--- src/rtl/midi_msg_parser.sv ---
// midi_msg_parser
//   Turns the byte stream from the MIDI receiver into note events.
//   It assembles channel-voice messages and supports running status.
//   It also keeps a monophonic gate/note/velocity state for one synth voice.
//   Realtime bytes are transparent, including inside SysEx.
//   SysEx, system common and non-note channel messages are consumed silently.
//
// Parameters
//   OMNI       1 = accept all channels, 0 = accept LISTEN_CH only
//   LISTEN_CH  channel number (0-15) used when OMNI = 0
//
// Ports
//   clck        system clock
//   rst_n       asynchronous active-low reset
//   byte_in     received MIDI byte, qualified by byte_valid
//   byte_valid  one-cycle strobe per received byte
//   evt_valid   one-cycle pulse per completed note event
//   evt_on      1 = note-on, 0 = note-off (note-on with velocity 0 maps here)
//   evt_ch      channel of the last event
//   evt_note    note number of the last event
//   evt_vel     raw velocity of the last event
//   gate        high while a note is held
//   cur_note    currently sounding note
//   cur_vel     velocity of the current note
//   sync_err    one-cycle pulse: data byte arrived with no running status
//
// State table
//   IDLE    | no running status; data bytes are sync errors
//   WAIT_D1 | running status valid, waiting for the first data byte
//   WAIT_D2 | first data byte stored, waiting for the second
//   SYSEX   | inside a system-exclusive dump; data bytes dropped

module midi_msg_parser #(
    parameter bit         OMNI      = 1'b1,
    parameter logic [3:0] LISTEN_CH = 4'd0
) (
    input  logic       clck,
    input  logic       rst_n,
    input  logic [7:0] byte_in,
    input  logic       byte_valid,
    output logic       evt_valid,
    output logic       evt_on,
    output logic [3:0] evt_ch,
    output logic [6:0] evt_note,
    output logic [6:0] evt_vel,
    output logic       gate,
    output logic [6:0] cur_note,
    output logic [6:0] cur_vel,
    output logic       sync_err
);

    typedef enum logic [1:0] {
        IDLE    = 2'd0,
        WAIT_D1 = 2'd1,
        WAIT_D2 = 2'd2,
        SYSEX   = 2'd3
    } state_t;

    state_t     state;
    logic [7:0] run_status;
    logic       need_two;
    logic [6:0] d1;

    logic is_realtime;
    logic is_chan_status;
    logic is_note_msg;
    logic ch_ok;
    logic note_on_now;

    assign is_realtime    = (byte_in[7:3] == 5'b11111);
    assign is_chan_status = byte_in[7] && (byte_in[7:4] != 4'hF);
    // 8x and 9x share the top three bits; bit 4 separates on from off.
    assign is_note_msg    = (run_status[7:5] == 3'b100);
    assign ch_ok          = OMNI || (run_status[3:0] == LISTEN_CH);
    // Used only while completing a message; byte_in then holds d2.
    assign note_on_now    = run_status[4] && (byte_in[6:0] != 7'd0);

    always_ff @(posedge clck or negedge rst_n) begin
        if (!rst_n) begin
            state      <= IDLE;
            run_status <= 8'h00;
            need_two   <= 1'b0;
            d1         <= 7'd0;
            evt_valid  <= 1'b0;
            evt_on     <= 1'b0;
            evt_ch     <= 4'd0;
            evt_note   <= 7'd0;
            evt_vel    <= 7'd0;
            gate       <= 1'b0;
            cur_note   <= 7'd0;
            cur_vel    <= 7'd0;
            sync_err   <= 1'b0;
        end else begin
            evt_valid <= 1'b0;
            sync_err  <= 1'b0;

            if (byte_valid && !is_realtime) begin
                if (is_chan_status) begin
                    // A status arriving mid-message simply restarts assembly.
                    run_status <= byte_in;
                    need_two   <= (byte_in[7:5] != 3'b110);
                    state      <= WAIT_D1;
                end else if (byte_in[7]) begin
                    run_status <= 8'h00;
                    state      <= (byte_in == 8'hF0) ? SYSEX : IDLE;
                end else begin
                    unique case (state)
                        IDLE: begin
                            sync_err <= 1'b1;
                        end
                        WAIT_D1: begin
                            d1 <= byte_in[6:0];
                            // One-byte messages (Cx/Dx) are never note events,
                            // so completing them needs no output.
                            if (need_two) begin
                                state <= WAIT_D2;
                            end
                        end
                        WAIT_D2: begin
                            state <= WAIT_D1;
                            if (is_note_msg && ch_ok) begin
                                evt_valid <= 1'b1;
                                evt_on    <= note_on_now;
                                evt_ch    <= run_status[3:0];
                                evt_note  <= d1;
                                evt_vel   <= byte_in[6:0];
                                if (note_on_now) begin
                                    gate     <= 1'b1;
                                    cur_note <= d1;
                                    cur_vel  <= byte_in[6:0];
                                end else if (gate && (d1 == cur_note)) begin
                                    gate <= 1'b0;
                                end
                            end
                        end
                        SYSEX: begin
                        end
                        default: begin
                            state <= IDLE;
                        end
                    endcase
                end
            end
        end
    end

endmodule

--- config.mk ---
export PLATFORM = sky130hd
export DESIGN_NAME = midi_msg_parser
export DESIGN_NICKNAME = d
export VERILOG_FILES = /design/src/rtl/midi_msg_parser.sv
export SDC_FILE = /design/constraint.sdc
export NUM_CORES = 1
export LEC_CHECK = 0
export BUFFER_PORTS_ARGS = -buffer_cell sky130_fd_sc_hd__buf_2
export CAP_MARGIN = 30
export CORE_ASPECT_RATIO = 0.8
export CORE_UTILIZATION = 25
export DETAILED_ROUTE_END_ITERATION = 10
export SYNTH_ARGS = -nofsm -noshare
export SYNTH_HDL_FRONTEND = slang
export SYNTH_SLANG_ARGS = --single-unit
export TNS_END_PERCENT = 20
--- constraint.sdc ---
create_clock -name clck -period 4.4 [get_ports clck]
set_clock_uncertainty 0.15 [all_clocks]
set_input_delay 0.44 -clock clck [delete_from_list [all_inputs] [get_ports clck]]
set_output_delay 0.44 -clock clck [all_outputs]
set_load 0.02 [all_outputs]
==> run_results.csv <==
group,metric,value,unit
power_and_ir_drop,power_density,620,nW/um2
clocking,cts_sinks,54,
clocking,cts_root_buffer,"clkbuf_8",
placed_design,place_inst,339,
worst_hold_path,hold_class,"in -> async",
logic_synthesis,ys_warn_count,0,
setup_path,r2r_end,"cur_vel[2]",
clocking,cts_setup_buffers,0,
route,vias,1478,
global_routing,antenna_found_initial,0,
power_and_ir_drop,power.share.clock,19.7,%
logic_synthesis,post_synth_num_cell_types,33,
route,drt_iter0_markers,42,
clocking,clk_latency,310,ps
global_routing,grt_first_pass_wirelength,8040,um
power_and_ir_drop,p_comb_share,33.4,%
logic_synthesis,synth_top_area_cell,"dfrtp_1",
cells_and_area,insertedDiodeCount,0,
cells_and_area,areaGrowthSynthToFinish,21.8,%
clocking,cts.repair.resized,0,
route,drc,0,
clocking,cts-hold-fix-buffers,0,
setup_path,r2r_start,"state[0]",
die,initial_core_util,25.9,%
global_routing,grt_use_total,11.3,%
logic_synthesis,ys_seq_elements,54,
die,die_x,107,um
cells_and_area,nFillCells,888,
sta,min_period,2180,ps
clocking,cts.path.max_buffers,2,
placed_design,portBuffers,46,
logic_synthesis,netlist_area,2220,um2
logic_synthesis,yosys.area.top_type_share,61.0,%
cells_and_area,nets,249,
sta,max_freq,459,MHz
sta,finalCritPeriodShare,49.6,%
route,m1WireLength,2500,um
placed_design,gp_congestion,0.763,
placed_design,placed_area,2570,um2
die,pin_count,47,
route,drtPass1Iterations,4,
logic_synthesis,synth.avg_cell_area,12.0,um2
sta,setup_viol,0,
status,outcome,"complete, no violations",
global_routing,overflow,0,
cells_and_area,layout_commonest_cell,"nand2_1",
die,std_cell_rows,30,
placed_design,preCtsSetupSlack,1760,ps
route,routed.top_layer,"met4",
power_and_ir_drop,power.switching,0.604,mW
setup_path,critPathCaptureType,"register",
route,wl_met2,2060,um
power_and_ir_drop,internal_power,1.07,mW
sta,finalSetupTns,0,ps
sta,grt_setup_unrepaired,"false",
logic_synthesis,syn-instance-count,184,
global_routing,grt_pass1_vias,1563,
logic_synthesis,yosysSeqAreaShare,61.0,%
cells_and_area,final_cell_mix,"nand2_1 (56), dfrtp_1 (54), buf_2 (46)",
route,wl_per_cell,13.9,um
placed_design,dp_hpwl,3350,um
route,ant_nets,0,
cells_and_area,drive_gt1_share,35.6,%
cells_and_area,ff_latch_area,1350,um2
logic_synthesis,synth_nets,198,
power_and_ir_drop,vdd_drop_max,220,uV
global_routing,grt_max_degree,55,
clocking,cts_tree,"built",
route,routed-wl-met3,234,um
setup_path,crit_fanout,22,
sta,finalMaxSlewViolations,0,
sta,maxSlewHeadroom,55.3,%
route,finalWirelength,4830,um
route,avgViaCountPerCell,4.25,
sta,finalHoldViolCount,0,
setup_path,critPathRequiredTime,4450,ps
setup_path,critPathLaunchType,"register",
die,core_region_area,8560,um2
clocking,path_clk_slew,100,ps
power_and_ir_drop,cellLeakagePower,1.45,nW
clocking,cts_buffers,5,
power_and_ir_drop,power,1.67,mW
setup_path,r2r_cells,7,
power_and_ir_drop,swShare,36.1,%
power_and_ir_drop,p_seq_share,46.9,%
sta,fin_ws,2220,ps
setup_path,reg2reg_slack,2220,ps
cells_and_area,final_area,2700,um2
setup_path,critPathKind,"reg -> reg",
run,cap_violations,0,
cells_and_area,finalNonFillerCells,348,
die,dieArea,9250,um2
clocking,htreeDepth,2,
setup_path,cp_data_arrival_time,2230,ps
sta,worst_pin_slew,670,ps
die,die_y,86.2,um
logic_synthesis,yosys-top-cells-area,"dfrtp_1 (61%), nand2_1 (9.5%), mux2_2 (6.6%), mux2_4 (5.4%), xor2_1 (2.8%)",
cells_and_area,multi_input_area,823,um2
sequential cells by signal, indices dropped and copies added, names as in the netlist:
signal,count
gate,1
run_status,8
evt_vel,7
state,2
evt_note,7
need_two,1
evt_ch,4
sync_err,1
cur_vel,7
evt_on,1
d1,7
cur_note,7
evt_valid,1
layer usage:
layer	vias up	track usage, %
met1	714	16.1
met5	-	0
met3	7	3.08
met4	0	2.99
met2	36	17.0
li1	721	-
cells by family after synthesis:
kind of cell / share of synthesized area (%)
muxes: 12.5
buffers and inverters: 1.86
AOI/OAI and AO/OA: 6.16
adders and majority gates: 1.69
xor gates and xnor gates: 2.77
and+or+nand+nor: 14.1
DFF: 61.0
Yosys cell counts:
master / number
nand3_1: 2
inv_1: 3
nor2_2: 1
a22o_2: 1
nand2b_1: 1
a21o_1: 1
a21oi_1: 1
mux2i_1: 1
clkbuf_1: 4
ha_1: 3
nor4_1: 1
xor2_1: 7
buf_6: 1
nor3_1: 1
and3_1: 1
and2_1: 1
clkinv_1: 1
and4_1: 1
a22o_1: 6
a21o_2: 2
nand2_1: 56
nand4_1: 2
dfrtp_1: 54
o22ai_1: 1
a31oi_1: 1
nor2b_1: 1
or4_4: 1
mux2_2: 13
o41ai_2: 1
o21ai_0: 3
mux2_4: 8
and3b_1: 1
nor2_1: 2
area by class of cell:
| cell class | instances | share of cell area (%) |
|---|---|---|
| repair buffers | 49 | 9.64 |
| clock buffers | 5 | 2.55 |
| inverters | 4 | 0.556 |
| flip-flops and latches | 54 | 50.1 |
| multi-input cells | 121 | 30.5 |
| clock inverters | 3 | 1.48 |
| well taps | 112 | 5.19 |
power groups by stage:
| stage | clock [mW] | sequential, mW | combinational [mW] |
|---|---|---|---|
| 2_1_floorplan | 0 | 0.923 | 0.232 |
| 3_3_place_gp | 0 | 0.801 | 0.558 |
| 3_5_place_dp | 0 | 0.799 | 0.568 |
| 4_1_cts | 0.339 | 0.791 | 0.569 |
| 5_1_grt | 0.355 | 0.814 | 0.617 |
| 6_report | 0.330 | 0.786 | 0.559 |
worst max path at each step:
| stage | startpoint | endpoint | slack, ps | cells past startpoint |
|---|---|---|---|---|
| after CTS | state[0] | cur_vel[0] | 1850 | 6 |
| after floorplan | byte_in[3] | cur_note[0] | 2350 | 5 |
| after global placement | byte_in[7] | cur_vel[0] | 1810 | 6 |
| after global routing | state[0] | evt_ch[0] | 2010 | 7 |
| after detailed placement | byte_in[7] | cur_vel[0] | 1760 | 6 |
| final | state[0] | cur_vel[2] | 2220 | 7 |
worst max-delay path, cell delays in order, from the launching register on:
cell	delay [ps]
dfrtp_1	390
inv_1	100
ha_1	210
nand4_1	100
buf_4	220
nor2_2	330
buf_8	220
mux2_2	340
through the flow:
step,util [%],hold WS (ps)
after floorplan,-,-5.59
after detailed placement,30.1,309
after global placement,30.1,308
final,31.5,98.6
after global routing,31.5,153
after CTS,31.4,122
(Power assumes the default switching activity.)
